<file path="src/rtl/plane_pkg.sv">
// Shared types and constants for the falling-plane engine: slot and
// sequencer state encodings, LFSR seed/taps and counter width.
package plane_pkg;

   typedef enum logic [1:0] {
      SLOT_IDLE = 2'd0,
      SLOT_FLY  = 2'd1,
      SLOT_WAIT = 2'd2
   } slot_state_t;

   typedef enum logic [1:0] {
      S_IDLE = 2'd0,
      S_SCAN = 2'd1,
      S_DONE = 2'd2
   } seq_state_t;

   localparam logic [15:0] LFSR_SEED = 16'hACE1;
   // Taps 16/14/13/11 of the right-shifting Fibonacci form sit on bits 0/2/3/5.
   localparam logic [15:0] LFSR_TAPS = 16'h002D;

   localparam int              CNT_W   = 8;
   localparam logic [CNT_W-1:0] CNT_MAX = '1;

endpackage

</file>
<file path="src/rtl/plane_lfsr.sv">
// Free-running 16-bit Fibonacci LFSR used as the spawn-position source.
module plane_lfsr
   import plane_pkg::*;
(
   input  logic        clk,
   input  logic        reset,
   output logic [15:0] o_value
);

   logic [15:0] r_lfsr;
   logic        w_feedback;

   assign w_feedback = ^(r_lfsr & LFSR_TAPS);

   always_ff @(posedge clk or posedge reset) begin
      if (reset) begin
         r_lfsr <= LFSR_SEED;
      end else begin
         r_lfsr <= {w_feedback, r_lfsr[15:1]};
      end
   end

   assign o_value = r_lfsr;

endmodule

</file>
<file path="src/rtl/plane_field.sv">
// Falling-plane slot engine: one shared update datapath walks all slots
// once per frame tick, spawning, moving, retiring and respawning planes.
module plane_field
   import plane_pkg::*;
#(
   parameter int N_PLANES       = 10,
   parameter int X_W            = 8,
   parameter int Y_W            = 8,
   parameter int X_LIMIT        = 151,
   parameter int Y_LIMIT        = 112,
   parameter int RESPAWN_FRAMES = 4
)(
   input  logic                    clk,
   input  logic                    reset,
   input  logic                    tick,
   input  logic [4:0]              plane_amount,
   input  logic [1:0]              flying_rate,
   input  logic [N_PLANES-1:0]     hit,
   output logic [N_PLANES*X_W-1:0] x_flat,
   output logic [N_PLANES*Y_W-1:0] y_flat,
   output logic [N_PLANES-1:0]     vis,
   output logic                    busy,
   output logic                    frame_done,
   output logic                    escaped,
   output logic                    destroyed,
   output logic [CNT_W-1:0]        escape_count,
   output logic [CNT_W-1:0]        destroy_count,
   output logic                    overrun
);

   localparam int             IDX_W    = (N_PLANES > 1) ? $clog2(N_PLANES) : 1;
   localparam logic [IDX_W-1:0] LAST_IDX = IDX_W'(N_PLANES - 1);

   seq_state_t          r_state;
   seq_state_t          w_nextState;
   logic [IDX_W-1:0]    r_idx;
   slot_state_t         r_slot [N_PLANES];
   logic [X_W-1:0]      r_x    [N_PLANES];
   logic [Y_W-1:0]      r_y    [N_PLANES];
   logic [3:0]          r_wait [N_PLANES];
   logic [N_PLANES-1:0] r_pend;
   logic                r_token;
   logic                r_escaped;
   logic                r_destroyed;
   logic                r_overrun;
   logic [CNT_W-1:0]    r_escCnt;
   logic [CNT_W-1:0]    r_desCnt;

   logic [15:0]         w_lfsr;
   logic                w_scanning;
   logic                w_accept;
   logic [4:0]          w_amt;
   logic                w_hitNow;
   logic [X_W-1:0]      w_rand;
   logic [Y_W:0]        w_ySum;
   slot_state_t         w_nSlot;
   logic [X_W-1:0]      w_nX;
   logic [Y_W-1:0]      w_nY;
   logic [3:0]          w_nWait;
   logic                w_esc;
   logic                w_des;
   logic                w_spawn;

   plane_lfsr u_lfsr (
      .clk     (clk),
      .reset   (reset),
      .o_value (w_lfsr)
   );

   assign w_scanning = (r_state == S_SCAN);
   assign w_accept   = tick && !w_scanning;
   assign w_amt      = (plane_amount > 5'(N_PLANES)) ? 5'(N_PLANES) : plane_amount;

   // A tick arriving in the DONE cycle starts the next scan straight away.
   always_comb begin
      w_nextState = r_state;
      case (r_state)
         S_IDLE:  if (tick) w_nextState = S_SCAN;
         S_SCAN:  if (r_idx == LAST_IDX) w_nextState = S_DONE;
         S_DONE:  w_nextState = tick ? S_SCAN : S_IDLE;
         default: w_nextState = S_IDLE;
      endcase
   end

   always_ff @(posedge clk or posedge reset) begin
      if (reset) begin
         r_state <= S_IDLE;
         r_idx   <= '0;
      end else begin
         r_state <= w_nextState;
         if (w_scanning) begin
            r_idx <= (r_idx == LAST_IDX) ? '0 : r_idx + 1'b1;
         end else if (w_accept) begin
            r_idx <= '0;
         end
      end
   end

   // Next value of the slot selected by r_idx; rules are in priority order.
   always_comb begin
      w_hitNow = r_pend[r_idx] | hit[r_idx];
      w_rand   = w_lfsr[X_W-1:0];
      w_ySum   = {1'b0, r_y[r_idx]} + (Y_W+1)'(flying_rate) + (Y_W+1)'(1);
      w_nSlot  = r_slot[r_idx];
      w_nX     = r_x[r_idx];
      w_nY     = r_y[r_idx];
      w_nWait  = r_wait[r_idx];
      w_esc    = 1'b0;
      w_des    = 1'b0;
      w_spawn  = 1'b0;
      if (5'(r_idx) >= w_amt) begin
         w_nSlot = SLOT_IDLE;
      end else begin
         case (r_slot[r_idx])
            SLOT_FLY: begin
               if (w_hitNow) begin
                  w_nSlot = SLOT_WAIT;
                  w_nWait = 4'(RESPAWN_FRAMES);
                  w_des   = 1'b1;
               end else if (w_ySum > (Y_W+1)'(Y_LIMIT)) begin
                  w_nSlot = SLOT_WAIT;
                  w_nWait = 4'(RESPAWN_FRAMES);
                  w_esc   = 1'b1;
               end else begin
                  w_nY = w_ySum[Y_W-1:0];
               end
            end
            SLOT_WAIT: begin
               w_nWait = r_wait[r_idx] - 4'd1;
               if (r_wait[r_idx] <= 4'd2) w_nSlot = SLOT_IDLE;
            end
            default: begin
               if (r_token) begin
                  w_spawn = 1'b1;
                  w_nSlot = SLOT_FLY;
                  w_nY    = '0;
                  w_nX    = ({1'b0, w_rand} <= (X_W+1)'(X_LIMIT)) ?
                            w_rand : w_rand - X_W'(X_LIMIT + 1);
               end
            end
         endcase
      end
   end

   always_ff @(posedge clk or posedge reset) begin
      if (reset) begin
         for (int i = 0; i < N_PLANES; i++) begin
            r_slot[i] <= SLOT_IDLE;
            r_x[i]    <= '0;
            r_y[i]    <= '0;
            r_wait[i] <= '0;
         end
         r_pend <= '0;
      end else begin
         r_pend <= r_pend | hit;
         if (w_scanning) begin
            r_slot[r_idx] <= w_nSlot;
            r_x[r_idx]    <= w_nX;
            r_y[r_idx]    <= w_nY;
            r_wait[r_idx] <= w_nWait;
            r_pend[r_idx] <= 1'b0;
         end
      end
   end

   // The spawn token is re-armed when a scan starts and consumed by one spawn.
   always_ff @(posedge clk or posedge reset) begin
      if (reset) begin
         r_token     <= 1'b0;
         r_escaped   <= 1'b0;
         r_destroyed <= 1'b0;
         r_overrun   <= 1'b0;
         r_escCnt    <= '0;
         r_desCnt    <= '0;
      end else begin
         if (w_accept) begin
            r_token <= 1'b1;
         end else if (w_scanning && w_spawn) begin
            r_token <= 1'b0;
         end
         r_escaped   <= w_scanning && w_esc;
         r_destroyed <= w_scanning && w_des;
         r_overrun   <= r_overrun | (tick && w_scanning);
         if (w_scanning && w_esc && (r_escCnt != CNT_MAX)) r_escCnt <= r_escCnt + 1'b1;
         if (w_scanning && w_des && (r_desCnt != CNT_MAX)) r_desCnt <= r_desCnt + 1'b1;
      end
   end

   always_comb begin
      x_flat = '0;
      y_flat = '0;
      vis    = '0;
      for (int i = 0; i < N_PLANES; i++) begin
         x_flat[i*X_W +: X_W] = r_x[i];
         y_flat[i*Y_W +: Y_W] = r_y[i];
         vis[i]               = (r_slot[i] == SLOT_FLY);
      end
   end

   assign busy          = w_scanning;
   assign frame_done    = (r_state == S_DONE);
   assign escaped       = r_escaped;
   assign destroyed     = r_destroyed;
   assign escape_count  = r_escCnt;
   assign destroy_count = r_desCnt;
   assign overrun       = r_overrun;

endmodule

</file>
<file path="config.mk">
export PLATFORM = sky130hd
export DESIGN_NAME = plane_field
export DESIGN_NICKNAME = d
export VERILOG_FILES = /design/src/rtl/plane_pkg.sv /design/src/rtl/plane_lfsr.sv /design/src/rtl/plane_field.sv
export SDC_FILE = /design/constraint.sdc
export NUM_CORES = 1
export LEC_CHECK = 0
export CORE_MARGIN = 8
export CORE_UTILIZATION = 59
export DETAILED_ROUTE_END_ITERATION = 7
export HOLD_SLACK_MARGIN = 0.12
export PLACE_DENSITY_LB_ADDON = 0.2
export SLEW_MARGIN = 20
export SYNTH_ARGS = -nofsm -noshare
export SYNTH_HDL_FRONTEND = slang
export SYNTH_SLANG_ARGS = --single-unit
</file>
<file path="constraint.sdc">
create_clock -name clk -period 19.4 [get_ports clk]
set_input_delay 1.94 -clock clk [delete_from_list [all_inputs] [get_ports clk]]
set_output_delay 1.94 -clock clk [all_outputs]
set_load 0.05 [all_outputs]
</file>
==> impl_metrics.toml <==
[hold_path]
worst_hold_startpoint = "u_lfsr.o_value[11]"
min_path_type = "register to register"
min_to = "u_lfsr.o_value[10]"
hold_depth = 0

[place]
gp_congestion = 0.900
dp_hpwl_um = 28900
io_buffers = 210

[drt]
vias_per_cell = 6.47
first_pass_iters = 6
wl_met3_um = 5340
num_vias = 12000
highest-signal-layer = "met4"
ant_nets = 0
wl_met2_um = 20600
wl_um = 43800
wire_per_inst_um = 23.7
drc = 0
m1WireLength_um = 16400
drtIter0Drc = 1456

[floorplan]
rows = 55
start_util = 0.599
pin_count = 211
die_y_um = 167
coreArea_mm2 = 0.0226
die_w_um = 167
dieArea_mm2 = 0.0280

[timing]
slew_violations = 0
fin_tns_setup_ns = 0
clock_skew_ns = 0.00977
grt_setup_unrepaired = "false"
fin_crit_sh = 0.310
hold_viol = 0
max-slew-margin-rel = 0.177
worstMarginPinSlew_ns = 1.23
clock.fmax_ghz = 0.166
setup_viol = 0
min_period_ns = 6.01

[critical_path]
worstPathCellList = "buf_4, mux4_2, mux2i_1, o21ai_0, inv_1, ha_1, fa_1, and2_1, a2111oi_0, o32a_1, o2111ai_1, a211oi_2, a31oi_2, a31oi_1"
r2r_slack_ns = 13.39
required_ns = 19.87
rr_endpoint = "y_flat[1]"
ff2ff_path_depth = 14
r2r-start = "r_idx[0]"
endpoint_kind = "register"
crit_family = "compound AO/OA/AOI/OAI gates"
start_kind = "register"
cp_slowest_cell = "a211oi_2"
crit_fanout = 46
path_buf_inv = 2
arrival_ns = 6.48
critical_path_class = "register to register"
crit_path_max_incr_delay_ns = 1.06

[synthesis]
yosysWarnings = 0
yosys-top-cells-area = "dfrtp_1, nand2_1, mux4_2"
synth_fp_nets = 1395
synth_ff_type = "dfrtp_1"
ys_ff_latch = 272
synth_edf_count = 0
synth_top_area_cell = "dfrtp_1"
avgSynthCellArea_um2 = 9.94
synth_top_cell_area_share = 0.489
yosysSeqAreaShare = 0.504
async_flop_share = 1.00
synth.distinct_cells = 78
synthCells = 1360
syn_area_mm2 = 0.0135

[finish]
drive_gt1_frac = 0.115
insertedDiodeCount = 0
multi_input_area_mm2 = 0.00630
nets = 1577
register_area_mm2 = 0.00682
fillCellCount = 1541
layout.cells.most_common = "nand2_1"
area_growth_pct = 26.1
layout_common_cells = "nand2_1, dfrtp_1, clkdlybuf4s50_1"

[cts]
cts_tree = "done"
clk_transition_reported_paths_ns = 0.07
cts_hold_buf = 0
root_buffer = "clkbuf_16"
h-tree-depth = 1
numCtsBuffers = 30
worst_skew_pair.late_latency_ns = 0.57
cts_sinks = 272
cts_setup_buffers = 0
cts_resized = 0
clock_path_buffers = 3

[outcome]
status = "finished, final reports clean"

[global_routing]
grt_pass1_vias = 11900
grt_overflow_total = 0
grt_max_degree = 130
grt_usage = 0.304
grt_pass1_wl_um = 67900
antenna_found_initial = 0

[run]
drv_cap = 0
through the flow:
| step | std cells | hold WS [ns] | worst slack (ns) | utilization | instance area, um^2 |
|---|---|---|---|---|---|
| finish | 1850 | 0.355 | 13.39 | 0.755 | 17000 |
| global route | 1850 | 0.358 | 12.98 | 0.755 | 17000 |
| CTS | 1847 | 0.356 | 13.46 | 0.753 | 17000 |
| detailed placement | 1792 | 0.343 | 13.41 | 0.702 | 15800 |
| global placement | 1792 | 0.337 | 13.52 | 0.702 | 15800 |
| floorplan | 1360 | 0.331 | 9.98 | - | 13500 |
worst reg2reg max path: stages, from the launching register on:
cell       delay, ns
dfrtp_4         0.68
buf_4           0.69
mux4_2          0.63
mux2i_1         0.17
o21ai_0         0.16
inv_1           0.17
ha_1            0.20
fa_1            0.45
and2_1          0.19
a2111oi_0       0.36
o32a_1          0.19
o2111ai_1       0.23
a211oi_2        1.06
a31oi_2         0.46
a31oi_1         0.28
sequential cells by signal (all words and copies together), names as in the netlist, 2 cells and up:
| register | flops |
|---|---|
| destroy_count | 8 |
| escape_count | 8 |
| r_idx | 4 |
| r_pend | 10 |
| r_slot | 20 |
| r_state | 2 |
| r_wait | 40 |
| u_lfsr.o_value | 16 |
| x_flat | 80 |
| y_flat | 80 |
area by class of cell:
| class | instances | share of cell area |
|---|---|---|
| Clock inverter | 14 | 0.0175 |
| Clock buffer | 41 | 0.0494 |
| Inverter | 23 | 0.00550 |
| Tap cell | 285 | 0.0209 |
| Sequential cell | 272 | 0.400 |
| Multi-Input combinational cell | 980 | 0.370 |
| Timing Repair Buffer | 235 | 0.137 |
synth_stat cells, drive strengths merged (19+ instances only):
cell and instances:
a21oi 60, a31oi 88, buf 20, clkbuf 65, dfrtp 264, inv 22, mux2 24, mux2i 49
mux4 38, nand2 290, nor2 154, o21ai 51, o31ai 19
cell families (layout without fill, tap and decap cells):
family          after synthesis  count (layout)  synth area share
compound gates              300             300             0.147
xor+xnor                     22              22            0.0143
fa+ha+maj                    15              15            0.0144
buf+inv                     108             313            0.0337
flops                       272             272             0.504
mux                         111             111             0.120
simple gates                532             532             0.167
how the worst max path moves through the flow:
stage,start,endpoint,cells past startpoint,slack (ns)
after global routing,r_idx[0],y_flat[9],14,12.98
after floorplan,reset,destroy_count[0],1,9.98
final,r_idx[0],y_flat[1],14,13.39
after detailed placement,plane_amount[3],x_flat[3],11,13.41
after CTS,r_idx[0],y_flat[1],14,13.46
after global placement,flying_rate[0],y_flat[8],11,13.52
per-layer routing:
layer / track usage / vias up
met5: 0 / -
met4: 0.118 / 0
met3: 0.0910 / 130
met2: 0.487 / 757
met1: 0.384 / 5857
li1: - / 5222
Power is not shown: default switching activity piles up to over one toggle a cycle in this logic, so the estimate is an artifact.
